[src/rtl/clock_inputs_pkg.sv]
// Shared constants for the clock front end: default timing parameters,
// field-select encodings used by the downstream demux, and a width helper.
package clock_inputs_pkg;

  localparam int CLK_HZ_DEFAULT    = 100_000_000;
  localparam int FAST_DIV_DEFAULT  = 12_500_000;
  localparam int DB_CYCLES_DEFAULT = 1_000_000;

  typedef enum logic [1:0] {
    SEL_SS = 2'd0,
    SEL_MM = 2'd1,
    SEL_HH = 2'd2,
    SEL_PM = 2'd3
  } sel_e;

  // Counter width for a modulus n, never narrower than one bit.
  function automatic int cnt_width(input int n);
    return (n > 1) ? $clog2(n) : 1;
  endfunction

endpackage

[src/rtl/btn_debounce.sv]
// One push-button path: 2-flop synchroniser, active-low to active-high
// inversion, stability counter and a one-cycle press strobe. The next
// accepted state is exported so the parent can register its outputs on
// the same edge on which the accepted state flips.
module btn_debounce
  import clock_inputs_pkg::*;
#(
  parameter int DB_CYCLES = DB_CYCLES_DEFAULT
) (
  input  logic clk,
  input  logic reset,
  input  logic btn_n,
  output logic state_next,
  output logic press
);

  localparam int CW = cnt_width(DB_CYCLES);
  localparam logic [CW-1:0] CNT_LAST = CW'(DB_CYCLES - 1);

  logic          meta;
  logic          sync;
  logic          state;
  logic [CW-1:0] cnt;
  logic [CW-1:0] cnt_next;
  logic          level;

  assign level = ~sync;

  // Synchronise the raw button and hold the accepted state and its counter.
  always_ff @(posedge clk) begin
    if (reset) begin
      meta  <= 1'b1;
      sync  <= 1'b1;
      state <= 1'b0;
      cnt   <= '0;
    end else begin
      meta  <= btn_n;
      sync  <= meta;
      state <= state_next;
      cnt   <= cnt_next;
    end
  end

  // Count cycles of disagreement; flip on the last one, strobe on a press.
  always_comb begin
    state_next = state;
    cnt_next   = '0;
    press      = 1'b0;
    if (level != state) begin
      if (cnt == CNT_LAST) begin
        state_next = level;
        press      = level;
      end else begin
        cnt_next = cnt + 1'b1;
      end
    end
  end

endmodule

[src/rtl/clock_inputs.sv]
// Front end for clock_control: 1 s and fast edit tick dividers, four
// debounced buttons, the edit-mode toggle and the field-select counter.
// Every output is registered; they are all computed from the same-cycle
// next-state values so that press, mode and select land on one edge.
module clock_inputs
  import clock_inputs_pkg::*;
#(
  parameter int CLK_HZ    = CLK_HZ_DEFAULT,
  parameter int FAST_DIV  = FAST_DIV_DEFAULT,
  parameter int DB_CYCLES = DB_CYCLES_DEFAULT
) (
  input  logic       i_clk,
  input  logic       i_reset,
  input  logic       i_btn_inc_n,
  input  logic       i_btn_dec_n,
  input  logic       i_btn_mode_n,
  input  logic       i_btn_sel_n,
  output logic       o_pulse_n,
  output logic       o_pulse_f,
  output logic       o_inc_pulse,
  output logic       o_dec_pulse,
  output logic       o_wr,
  output logic [1:0] o_sel
);

  localparam int SW = cnt_width(CLK_HZ);
  localparam int FW = cnt_width(FAST_DIV);
  localparam logic [SW-1:0] SLOW_LAST = SW'(CLK_HZ - 1);
  localparam logic [FW-1:0] FAST_LAST = FW'(FAST_DIV - 1);

  logic inc_state, dec_state, mode_state, sel_state;
  logic inc_press, dec_press, mode_press, sel_press;

  btn_debounce #(.DB_CYCLES(DB_CYCLES)) u_db_inc (
    .clk(i_clk), .reset(i_reset), .btn_n(i_btn_inc_n),
    .state_next(inc_state), .press(inc_press)
  );

  btn_debounce #(.DB_CYCLES(DB_CYCLES)) u_db_dec (
    .clk(i_clk), .reset(i_reset), .btn_n(i_btn_dec_n),
    .state_next(dec_state), .press(dec_press)
  );

  btn_debounce #(.DB_CYCLES(DB_CYCLES)) u_db_mode (
    .clk(i_clk), .reset(i_reset), .btn_n(i_btn_mode_n),
    .state_next(mode_state), .press(mode_press)
  );

  btn_debounce #(.DB_CYCLES(DB_CYCLES)) u_db_sel (
    .clk(i_clk), .reset(i_reset), .btn_n(i_btn_sel_n),
    .state_next(sel_state), .press(sel_press)
  );

  // Inc/dec only act as levels and mode/sel only as strobes.
  logic unused_btn;
  assign unused_btn = inc_press ^ dec_press ^ mode_state ^ sel_state;

  logic [SW-1:0] slow_cnt;
  logic [SW-1:0] slow_next;
  logic [FW-1:0] fast_cnt;
  logic [FW-1:0] fast_next;
  logic          wr_next;
  logic          wr_rise;
  logic          wr_fall;

  // Edit-mode transition detection and divider next values.
  always_comb begin
    wr_next = o_wr ^ mode_press;
    wr_rise = ~o_wr & wr_next;
    wr_fall = o_wr & ~wr_next;

    if (wr_fall || slow_cnt == SLOW_LAST) slow_next = '0;
    else                                   slow_next = slow_cnt + 1'b1;

    if (wr_rise || fast_cnt == FAST_LAST) fast_next = '0;
    else                                   fast_next = fast_cnt + 1'b1;
  end

  // Dividers, edit mode, field select and the gated inc/dec levels.
  always_ff @(posedge i_clk) begin
    if (i_reset) begin
      slow_cnt    <= '0;
      fast_cnt    <= '0;
      o_pulse_n   <= 1'b0;
      o_pulse_f   <= 1'b0;
      o_wr        <= 1'b0;
      o_sel       <= SEL_SS;
      o_inc_pulse <= 1'b0;
      o_dec_pulse <= 1'b0;
    end else begin
      slow_cnt    <= slow_next;
      fast_cnt    <= fast_next;
      o_pulse_n   <= (slow_next == SLOW_LAST);
      o_pulse_f   <= (fast_next == FAST_LAST);
      o_wr        <= wr_next;
      // Select advances on the pre-update mode, so a simultaneous mode
      // press entering edit mode does not also move the field.
      if (sel_press && o_wr) o_sel <= o_sel + 2'd1;
      o_inc_pulse <= inc_state & wr_next;
      o_dec_pulse <= dec_state & ~inc_state & wr_next;
    end
  end

endmodule

[config.mk]
export PLATFORM = sky130hd
export DESIGN_NAME = clock_inputs
export DESIGN_NICKNAME = d
export VERILOG_FILES = /design/src/rtl/clock_inputs_pkg.sv /design/src/rtl/btn_debounce.sv /design/src/rtl/clock_inputs.sv
export SDC_FILE = /design/constraint.sdc
export NUM_CORES = 1
export LEC_CHECK = 0
export BUFFER_PORTS_ARGS = -buffer_cell sky130_fd_sc_hd__buf_4
export CORE_ASPECT_RATIO = 0.75
export CORE_MARGIN = 5
export CORE_UTILIZATION = 65
export CTS_BUF_LIST = sky130_fd_sc_hd__clkbuf_8
export DETAILED_ROUTE_END_ITERATION = 8
export MAX_ROUTING_LAYER = met4
export PLACE_DENSITY = 0.85
export RECOVER_POWER = 100
export SLEW_MARGIN = 40
export SYNTH_ARGS = -nofsm -noshare
export SYNTH_HDL_FRONTEND = slang
export SYNTH_SLANG_ARGS = --single-unit
[constraint.sdc]
create_clock -name i_clk -period 4.3 [get_ports i_clk]
set_input_delay 0.43 -clock i_clk [delete_from_list [all_inputs] [get_ports i_clk]]
set_output_delay 0.43 -clock i_clk [all_outputs]
set_load 0.01 [all_outputs]
# Yosys cells after proc, flatten, opt, wreduce, memory -nomap -nowiden
# Index checks and enable logic that the tools add are counted.
# totals
ff_bits	150
output_inout_bits	7
elab_cells	79
# op_classes
n_addsub	7
eq_ne	12
mux	10
bitwise_logic	17
n_reduce_logical	9
# ops
cell	n
adder 20 x 1 -> 20 bit, second input constant	4
equality test 20 bit, second input constant	4
equality test 27 bit, second input constant	2
equality test 24 bit, second input constant	2
adder 27 x 1 -> 27 bit, second input constant	1
2-to-1 mux 27 bit	1
adder 24 x 1 -> 24 bit, second input constant	1
2-to-1 mux 24 bit	1
OR reduction 3 bit	4
NOT 1 bit	11
2-to-1 mux 1 bit	8
AND 1 bit	5
!= test 1 bit	4
AND reduction 2 bit	2
adder 2 x 1 -> 2 bit, second input constant	1
logical OR 1 bit	2
logical AND 1 bit	1
XOR 1 bit	1

# Logic depth before layout (Yosys ltp)
# Gate-level depths: netlist of run 1.
# logic_depth
word_depth	9
mapped_depth	11

# Cells and area by module
# A second synthesis of run 1 with hierarchy kept.
# unflattened
hier_cells	826
hier_area_um2	7158.1
# by_module_without_submodules
module	n_inst	cells_per_inst	area_per_inst_um2
btn_debounce	4	116	1028.5
clock_inputs	1	362	3044.2

# Worst setup path before layout of run 1
# OpenSTA, ideal clock, no wires.
# synth_timing
path_type	register to register
start	reg u_db_mode.cnt[2]
end	reg slow_cnt[17]
setup_time_ns	0.128
t_arrival_ns	2.427
setup_slack_ns	1.746
path_stages_with_launch	11
path_buffers	2
path_cell_list	dfxtp_1 -> and4_1 -> clkbuf_1 -> nand3_1 -> nor4_1 -> nor3b_1 -> ha_1 -> nor2_1 -> o31ai_1 -> clkbuf_1 -> nor2_1
# synth_via
elab_chain_cells	8
# synth_lines
item	line	source
from (decl)	btn_debounce.sv:23	logic [CW-1:0] cnt;
from (signal assigned)	btn_debounce.sv:40	cnt <= cnt_next;
equality test 20 bit	btn_debounce.sv:50	if (cnt == CNT_LAST) begin
2-to-1 mux 1 bit	btn_debounce.sv:50	
2-to-1 mux 1 bit	btn_debounce.sv:49	if (level != state) begin
XOR 1 bit	clock_inputs.sv:68	wr_next = o_wr ^ mode_press;
NOT 1 bit	clock_inputs.sv:70	wr_fall = o_wr & ~wr_next;
AND 1 bit	clock_inputs.sv:70	
logical OR 1 bit	clock_inputs.sv:72	if (wr_fall || slow_cnt == SLOW_LAST) slow_next = '0;
2-to-1 mux 27 bit	clock_inputs.sv:72	
to (signal assigned)	clock_inputs.sv:91	slow_cnt <= slow_next;
to (decl)	clock_inputs.sv:58	logic [SW-1:0] slow_cnt;
# Every way passes these cells.
# A chain may end at the register's enable or synchronous reset.

# Worst setup path after layout of run 1
# layout_timing
start	reg u_db_mode.cnt[2]
end	reg o_pulse_n
# layout_via
elab_chain_cells	9
# layout_lines
item	line	source
equality test 20 bit	btn_debounce.sv:50	
2-to-1 mux 1 bit	btn_debounce.sv:50	
2-to-1 mux 1 bit	btn_debounce.sv:49	
XOR 1 bit	clock_inputs.sv:68	
NOT 1 bit	clock_inputs.sv:70	
AND 1 bit	clock_inputs.sv:70	
logical OR 1 bit	clock_inputs.sv:72	
2-to-1 mux 27 bit	clock_inputs.sv:72	
equality test 27 bit	clock_inputs.sv:93	o_pulse_n <= (slow_next == SLOW_LAST);
to (signal assigned)	clock_inputs.sv:93	
to (decl)	clock_inputs.sv:18	output logic o_pulse_n,
# Every way passes these cells.

==> results.json, run 1 <==
{
  "clk_transition_reported_paths_ps": 90,
  "leakage_nw": 2.44,
  "hold_class": "in -> reg",
  "pre_cts_ws_ps": 1250,
  "clock_latency_ps": 450,
  "fp.coreArea_sq_um": 10300,
  "synth_cell_type_count": 52,
  "detail-route-antenna-nets": 0,
  "grt_start_max_net_pins": 23,
  "post-cts-setup-buffers": 0,
  "crit_path_end_kind": "register",
  "cts_tree": "built",
  "h-tree-depth": 4,
  "drt-wirelength-per-cell_um": 14.8,
  "grt_pass1_vias": 5157,
  "drt_iter0_drc": 528,
  "synth_edf_count": 0,
  "fin_crit_sh": 0.776,
  "viasPerCell": 5.84,
  "rsz0062_at_grt": "no",
  "routed_wl_mm": 14.1,
  "yosysWarningCount": 0,
  "final_common_cell": "nor2_1",
  "path_class": "reg -> reg",
  "drive_gt1_frac": 0.0726,
  "fp.dieW_um": 129,
  "min_path_cells": 2,
  "status": "finished clean",
  "intPower_mw": 2.01,
  "cpPeakStageDelay_ps": 560,
  "period_needed_ps": 3340,
  "final_cell_mix": "167 x nor2_1, 150 x dfxtp_1, 76 x xor2_1",
  "critPathArrivalTime_ps": 3690,
  "rr_worst_depth": 10,
  "clock-sinks": 150,
  "cts_buffers": 17,
  "slew_headroom": 0.0327,
  "hpwlAfterDp_mm": 9.62,
  "path_cells": "and4_1, nand3_1, nor4_1, nor3b_1, ha_1, nor2_1, o31ai_1, buf_4, nor2_1, and4_1",
  "route.detailed.drc": 0,
  "ys_seq_elements": 150,
  "postCtsResizedCells": 0,
  "path_buf_inv": 1,
  "power_switching_mw": 0.596,
  "antenna_cells": 0,
  "setup_tns_ps": 0,
  "powerDensity_nw_per_um2": 352,
  "drtPass1Iterations": 5,
  "clock_path_buffers": 2,
  "io_pins": 13,
  "overflow": 0,
  "vias": 5542,
  "antenna_found_initial": 0,
  "cp_top_family": "simple AND/OR/NAND/NOR gates",
  "port_buffers": 12,
  "netSwitchingFraction": 0.229,
  "hold_ws_ps": 169,
  "ys_async_sr_fraction": 0,
  "min_to": "u_db_dec.meta",
  "gp_congestion": 0.977,
  "syn_avg_cell_area_sq_um": 8.57,
  "sequentialPowerShare": 0.540,
  "die_y_um": 99.0,
  "max_cap_viol_count": 0,
  "grt_pass1_wl_mm": 23.7,
  "die_area_sq_um": 12700,
  "area_delta_synth_final_pct": 7.71,
  "r2r-end": "o_pulse_n",
  "synthFlopType": "dfxtp_1",
  "yosysSeqAreaShare": 0.437,
  "ctsHoldBuffers": 0,
  "crit_slowest_cell": "nor4_1",
  "ir_worst_vdd_mv": 0.246,
  "r2r-start": "u_db_mode.cnt[2]",
  "comb_power_share": 0.017,
  "setup_viol": 0,
  "hold_start": "i_btn_dec_n",
  "hold_viol": 0,
  "worstPathMaxFanout": 15,
  "fin_nets": 814,
  "num_rows": 32,
  "syn_area_sq_um": 6870,
  "skew_ps": 11.5,
  "worstMarginPinSlew_ps": 1440,
  "gr-usage-all-layers": 0.231,
  "cp-start-kind": "register",
  "initial_utilization": 0.667,
  "synth_fp_nets": 815,
  "reg2reg_slack_ps": 960,
  "worst_slack_ps": 964,
  "fmax_ghz": 0.300,
  "clock-root-buffer": "clkbuf_8",
  "cp.depth": 10,
  "synth_cells": 801,
  "required_ps": 4650,
  "power_frac_clock": 0.443,
  "drv_slew": 0
}
## cells by family (layout without fill, tap and decap cells)
group                    after synthesis  after routing  synth area share
flip-flops                           150            150             0.437
AO/OA/AOI/OAI                         33             33            0.0324
XOR/XNOR                             122            122             0.156
buffers and inverters                 50             62            0.0279
adder cells (fa/ha/maj)                8              8            0.0146
multiplexers                           6              6           0.00948
AND/OR/NAND/NOR                      432            432             0.323
## metal layers
metal | up-vias | track usage | wire length [um]
met5 | - | - | 0
met4 | 0 | 0.0613 | 165
met3 | 24 | 0.0585 | 799
met2 | 172 | 0.357 | 6570
met1 | 2619 | 0.302 | 6560
li1 | 2727 | - | -
## flip-flops by register name, indices dropped and copies added (netlist names)
signal           cells
o_dec_pulse          1
u_db_sel.meta        1
u_db_mode.meta       1
fast_cnt            24
u_db_dec.state       1
u_db_sel.sync        1
u_db_mode.state      1
o_pulse_f            1
u_db_inc.state       1
u_db_inc.sync        1
u_db_dec.meta        1
o_inc_pulse          1
slow_cnt            27
u_db_sel.state       1
u_db_inc.cnt        20
o_wr                 1
u_db_mode.sync       1
o_sel                2
o_pulse_n            1
u_db_dec.cnt        20
u_db_sel.cnt        20
u_db_dec.sync        1
u_db_inc.meta        1
u_db_mode.cnt       20
## worst max path at each step
stage                   end        startpoint  slack (ps)
2_1_floorplan  slow_cnt[17]  u_db_mode.cnt[2]        1750
3_3_place_gp      o_pulse_n  u_db_mode.cnt[2]        1380
3_5_place_dp      o_pulse_n  u_db_mode.cnt[2]        1250
4_1_cts           o_pulse_n  u_db_mode.cnt[2]        1190
5_1_grt           o_pulse_n  u_db_mode.cnt[2]         630
6_report          o_pulse_n  u_db_mode.cnt[2]         960
## metrics by stage
step                      total power [mW]   util  instance area (sq um)  cells
after floorplan                       1.47      -                   6870    801
after detailed placement              1.48  0.682                   7020    917
final                                 2.60  0.719                   7390    949
after CTS                             2.62  0.723                   7440    949
after global placement                1.48  0.682                   7020    917
after global routing                  2.69  0.719                   7390    949
## worst reg2reg max path: stages, from the launching register on
cell     delay (ps)
dfxtp_1         410
and4_1          330
nand3_1         180
nor4_1          560
nor3b_1         370
ha_1            260
nor2_1           70
o31ai_1         400
buf_4           390
nor2_1           90
and4_1          190
## final cells by class
class | instances | area, sq um
inverters | 16 | 60.1
repair buffers | 14 | 75.1
clock buffers | 18 | 248
multi-input cells | 601 | 3660
well taps | 136 | 170
fillers | 764 | 2900
clock inverters | 14 | 174
flip-flops and latches | 150 | 3000
## cell usage after synthesis (5+ instances only)
master / n / area share
nand2b_1: 6 / 0.0055
clkbuf_1: 31 / 0.017
mux2i_1: 5 / 0.0073
inv_1: 16 / 0.0087
and4_1: 10 / 0.013
nand2_1: 52 / 0.028
dfxtp_1: 150 / 0.44
xnor2_1: 46 / 0.059
and3_1: 18 / 0.016
nand4_1: 35 / 0.032
nor3_1: 17 / 0.012
xor2_1: 76 / 0.097
a21oi_1: 8 / 0.0058
or3_1: 10 / 0.0091
ha_1: 8 / 0.015
nor4_1: 12 / 0.011
nand3_1: 53 / 0.039
nor3b_1: 5 / 0.0055
or2_2: 9 / 0.0082
nor4b_1: 8 / 0.010
nor2_1: 167 / 0.091
## power groups by stage
stage / clock [mW] / sequential (mW) / combinational [mW]
floorplan: 0 / 1.44 / 0.0307
global placement: 0 / 1.44 / 0.0413
detailed placement: 0 / 1.44 / 0.0438
CTS: 1.17 / 1.41 / 0.0442
global route: 1.24 / 1.41 / 0.0491
finish: 1.15 / 1.41 / 0.0434
Note: power is estimated with default switching activity, not from simulation.
==> inputs of run 2 (changes only) <==
Settings changed: ABC_AREA set to 1, CORE_UTILIZATION 65 to 59, PLACE_DENSITY 0.85 to 0.82.
Clock period 4.3 ns to 3 ns, I/O delays scaled along.
==> run 2 against run 1 <==
Combinational power rose by 36%. Utilization fell by 6.8 points. Sequential cell count unchanged. Final area rose by 7.5%. Critical path type unchanged. Highest routed layer unchanged.
==> results.json, run 2 <==
{
  "status": "finished clean",
  "postLayoutCoreUtil": 0.651,
  "top_register": "slow_cnt",
  "clock-root-buffer": "clkbuf_8",
  "num_rows": 35,
  "area_delta_synth_final_pct": 8.75,
  "multi_input_area_sq_um": 3690,
  "max_cap_viol_count": 0,
  "power_switching_mw": 0.791,
  "worstPathMaxFanout": 17,
  "clk_transition_reported_paths_ps": 80,
  "regArea_sq_um": 3000,
  "overflow": 0,
  "leakage_nw": 2.87,
  "fin_nets": 1126,
  "drive_gt1_frac": 0.0542,
  "intPower_mw": 2.96,
  "cp-start-kind": "register",
  "gp_congestion": 0.905,
  "setup_viol": 0,
  "min_path_cells": 2,
  "slew_headroom": 0.496,
  "yosys-top-cells-count": "245 x nand2_1, 220 x nor2_1, 150 x dfxtp_1, 145 x inv_1, 72 x nand3_1",
  "fp.dieW_um": 139,
  "clock-sinks": 150,
  "grt_pass1_vias": 5910,
  "comb_power_share": 0.016,
  "ctsHoldBuffers": 0,
  "gr-usage-all-layers": 0.218,
  "r2r-start": "u_db_mode.cnt[0]",
  "met3WireLength_um": 669,
  "cts_buffers": 17,
  "post-cts-setup-buffers": 0,
  "synth_cell_type_count": 35,
  "ys_seq_elements": 150,
  "sequentialPowerShare": 0.537,
  "top_regs": "slow_cnt x27, fast_cnt x24",
  "path_class": "reg -> reg",
  "clock_latency_ps": 440,
  "synthFlopType": "dfxtp_1",
  "netSwitchingFraction": 0.211,
  "hold_start": "i_btn_inc_n",
  "drt_iter0_drc": 500,
  "drt-wirelength-per-cell_um": 11.8,
  "antenna_found_initial": 0,
  "rr_worst_depth": 13,
  "fillers": 1087,
  "die_y_um": 106,
  "worstMarginPinSlew_ps": 753,
  "min_to": "u_db_inc.meta",
  "fin_crit_sh": 0.844,
  "initial_utilization": 0.598,
  "hold_class": "in -> reg",
  "pre_cts_ws_ps": 481,
  "drv_slew": 0,
  "io_pins": 13,
  "setup_tns_ps": 0,
  "ys_async_sr_fraction": 0,
  "syn_area_sq_um": 7310,
  "top_layer": "met4",
  "period_needed_ps": 2530,
  "final_common_cell": "nand2_1",
  "worst_slack_ps": 467,
  "fp.coreArea_sq_um": 12200,
  "largest_reg_flops": 27,
  "m1WireLength_mm": 7.87,
  "rsz0062_at_grt": "no",
  "h-tree-depth": 4,
  "skew_ps": 11.6,
  "grt_pass1_wl_mm": 26.2,
  "port_buffers": 12,
  "wl_met2_mm": 6.45,
  "routed_wl_mm": 15.2,
  "power_frac_clock": 0.447,
  "die_area_sq_um": 14700,
  "cts_tree": "built",
  "ir_worst_vdd_mv": 0.383,
  "reg2reg_slack_ps": 470,
  "viasPerCell": 5.09,
  "clock_path_buffers": 2,
  "hold_viol": 0,
  "fin_area_sq_um": 7950,
  "fmax_ghz": 0.395,
  "detail-route-antenna-nets": 0,
  "dpl_cell_area_sq_um": 7560,
  "syn_avg_cell_area_sq_um": 6.69,
  "synth.most_common_cell": "nand2_1",
  "critPathArrivalTime_ps": 2860,
  "synth_fp_nets": 1107,
  "synth_area_leaders": "dfxtp_1 41%, nand2_1 13%, nor2_1 11%",
  "yosysTopAreaCellShare": 0.411,
  "yosysSeqAreaShare": 0.411,
  "synth_edf_count": 0,
  "antenna_cells": 0,
  "yosysWarningCount": 0,
  "required_ps": 3330,
  "grt_start_max_net_pins": 36,
  "postCtsResizedCells": 0,
  "vias": 6573,
  "final_cell_mix": "247 x nand2_1, 220 x nor2_1, 150 x dfxtp_1",
  "route.detailed.drc": 0,
  "hpwlAfterDp_mm": 10.7,
  "powerDensity_nw_per_um2": 471,
  "drtPass1Iterations": 5,
  "synth_cells": 1093,
  "hold_ws_ps": 42.1,
  "crit_path_end_kind": "register",
  "synth_top_area_cell": "dfxtp_1",
  "r2r-end": "slow_cnt[18]"
}
run 2: logic make-up after synthesis:
| group | after synthesis | synth area share |
|---|---|---|
| compound gates | 73 | 0.0534 |
| fa+ha+maj | 8 | 0.0137 |
| buf+inv | 159 | 0.0832 |
| xor+xnor | 35 | 0.0419 |
| simple gates | 668 | 0.397 |
| flops | 150 | 0.411 |
run 2: critical path, stage by stage (launching register included):
cell and delay (ps):
dfxtp_1 360, ha_1 170, nand2_1 70, inv_1 70, nand2_1 80, nor2_1 190
nand3_1 150, nor3_1 300, ha_1 210, inv_1 40, nand2_1 290, nor2_1 120
clkinv_1 290, nor3_1 80
run 2: stage by stage:
stage                     power, mW  instances
after detailed placement       2.12       1259
after floorplan                2.10       1093
after global placement         2.12       1259
final                          3.75       1291
after CTS                      3.78       1291
after global routing           3.88       1291
run 2: routing by layer:
| metal | vias up | GRT usage |
|---|---|---|
| li1 | 3510 | - |
| met2 | 148 | 0.330 |
| met3 | 17 | 0.0423 |
| met5 | - | - |
| met4 | 0 | 0.0726 |
| met1 | 2898 | 0.294 |
run 2: power by group through the flow:
stage	Combinational, mW	Sequential (mW)	Clock (mW)
after floorplan	0.0443	2.06	0
after global placement	0.0582	2.06	0
after detailed placement	0.0591	2.06	0
after CTS	0.0593	2.01	1.71
after global routing	0.0673	2.01	1.80
final	0.0591	2.01	1.68
run 2: layout make-up:
class / count / area share
Clock buffer: 19 / 0.0329
Clock inverter: 13 / 0.0206
Inverter: 146 / 0.0689
Multi-Input combinational cell: 784 / 0.465
Sequential cell: 150 / 0.378
Tap cell: 166 / 0.0261
Timing Repair Buffer: 13 / 0.00897
run 2: how the worst max path moves through the flow:
stage                          start           end  slack [ps]  depth (start not counted)
floorplan           u_db_mode.cnt[0]   slow_cnt[4]        1020                         14
global placement    u_db_mode.cnt[0]  slow_cnt[18]         590                         13
detailed placement  u_db_mode.cnt[0]  slow_cnt[18]         480                         13
CTS                 u_db_mode.cnt[0]  slow_cnt[18]         470                         13
global route        u_db_mode.cnt[0]  slow_cnt[20]         120                         13
finish              u_db_mode.cnt[0]  slow_cnt[18]         470                         13
==> inputs of run 3 (changes only) <==
Settings changed: ABC_AREA 1 to 0, CORE_UTILIZATION 59 to 65, PLACE_DENSITY 0.82 to 0.85.
Clock period 3 ns to 2.7 ns, I/O delays scaled along.
==> run 3 against run 2 <==
First-iteration DRC count rose by 12%. Setup slack got worse by 270 ps. Non-clock buffer count increased by 10. Fmax grew 1.3%. Global-route usage increased by 1.8 points. Hold slack lost 20 ps. Routed wire length fell by 8.6%. Critical endpoint is now o_pulse_f.
==> results.json, run 3 (synthesis gave the netlist of run 1 again) <==
{
  "status": "finished clean",
  "gr-usage-all-layers": 0.236,
  "largest_reg_flops": 27,
  "fin_nets": 823,
  "crit_slowest_cell": "or4_1",
  "antenna_found_initial": 0,
  "fin_area_sq_um": 7470,
  "drt_iter0_drc": 558,
  "regArea_sq_um": 3000,
  "postLayoutCoreUtil": 0.726,
  "io_pins": 13,
  "fp.coreArea_sq_um": 10300,
  "final_cell_mix": "167 x nor2_1, 150 x dfxtp_1, 76 x xor2_1",
  "wl_met2_mm": 6.45,
  "ir_worst_vdd_mv": 0.388,
  "die_y_um": 99.0,
  "rsz0062_at_grt": "no",
  "powerDensity_nw_per_um2": 552,
  "dpl_cell_area_sq_um": 7070,
  "h-tree-depth": 4,
  "hold_class": "in -> reg",
  "top_layer": "met4",
  "worstPathMaxFanout": 5,
  "multi_input_area_sq_um": 3680,
  "setup_viol": 0,
  "clock_latency_ps": 450,
  "cpPeakStageDelay_ps": 560,
  "hold_viol": 0,
  "final_common_cell": "nor2_1",
  "gp_congestion": 0.913,
  "fmax_ghz": 0.400,
  "cp-start-kind": "register",
  "die_area_sq_um": 12700,
  "crit_path_end_kind": "register",
  "cts_buffers": 17,
  "num_rows": 32,
  "worstMarginPinSlew_ps": 902,
  "fp.dieW_um": 129,
  "skew_ps": 14.5,
  "r2r-start": "u_db_mode.cnt[0]",
  "initial_utilization": 0.667,
  "drt-wirelength-per-cell_um": 14.5,
  "max_cap_viol_count": 0,
  "leakage_nw": 2.49,
  "required_ps": 3060,
  "port_buffers": 12,
  "overflow": 0,
  "cts_tree": "built",
  "grt_pass1_vias": 5235,
  "drive_gt1_frac": 0.0791,
  "critPathArrivalTime_ps": 2860,
  "hpwlAfterDp_mm": 9.75,
  "hold_ws_ps": 22.6,
  "hold_start": "i_btn_mode_n",
  "period_needed_ps": 2500,
  "crit_start": "u_db_mode.cnt[0]",
  "clock-root-buffer": "clkbuf_8",
  "grt_pass1_wl_mm": 24.2,
  "fin_crit_sh": 0.926,
  "clk_transition_reported_paths_ps": 80,
  "routed_wl_mm": 13.9,
  "grt_start_max_net_pins": 23,
  "antenna_cells": 0,
  "top_regs": "slow_cnt x27, fast_cnt x24",
  "met3WireLength_um": 604,
  "drv_slew": 0,
  "path_cells": "ha_1, nand3_1, nor4_1, nor3b_2, ha_1, or4_1, or4_4, nor4_1",
  "drtPass1Iterations": 5,
  "fillers": 762,
  "route.detailed.drc": 0,
  "area_delta_synth_final_pct": 8.82,
  "setup_tns_ps": 0,
  "viasPerCell": 5.71,
  "clock-sinks": 150,
  "top_register": "slow_cnt",
  "clock_path_buffers": 2,
  "detail-route-antenna-nets": 0,
  "m1WireLength_mm": 6.59,
  "path_class": "reg -> reg",
  "vias": 5471,
  "slew_headroom": 0.398,
  "post-cts-setup-buffers": 0
}
==> run 3: report_power, final <==
group / switching, mW / internal [mW] / leakage [nW] / total [mW]
logic: 0.0456 / 0.0274 / 1.07 / 0.0730
clock network: 0.855 / 0.958 / 0.208 / 1.81
registers: 0.0132 / 2.23 / 1.21 / 2.24
==> run 3: worst paths after layout <==
check | endpoint | cells after the start | slack [ps]
setup / recovery | o_pulse_f | 8 | 200
setup reg to reg | o_pulse_f | 8 | 200
hold / removal | u_db_mode.meta | 2 | 20
hold reg to reg | u_db_sel.sync | 1 | 410
==> run 3: through the flow <==
step / power, mW / setup slack (ps) / cells
2_1_floorplan: 2.34 / 146 / 801
3_3_place_gp: 2.36 / 259 / 924
3_5_place_dp: 2.36 / 194 / 924
4_1_cts: 4.15 / 158 / 958
5_1_grt: 4.27 / 23.8 / 958
6_report: 4.12 / 201 / 958
==> run 3: worst max-delay path, delay by kind of cell (launching register included) <==
| kind | cells | cell delay [ps] |
|---|---|---|
| AND/OR/NAND/NOR | 6 | 1600 |
| adder cells (fa/ha/maj) | 2 | 480 |
| flip-flops | 1 | 320 |
==> run 3: repair_timing <==
action / CTS / global route
hold buffers: 2 / 0
hold endpoints to repair: 2 / 0
resized for setup: 0 / 2
endpoints found under the setup margin: 0 / 19
==> run 3: cell type report <==
class                   count  share of cell area
flip-flops and latches    150               0.402
inverters                  16             0.00804
multi-input cells         601               0.492
well taps                 136              0.0228
clock buffers              19              0.0350
repair buffers             23              0.0191
clock inverters            13              0.0211
==> run 3: per-layer routing <==
metal	global-route usage	up-vias
li1	-	2756
met1	0.308	2556
met2	0.360	132
met3	0.0509	27
met4	0.0856	0
met5	-	-
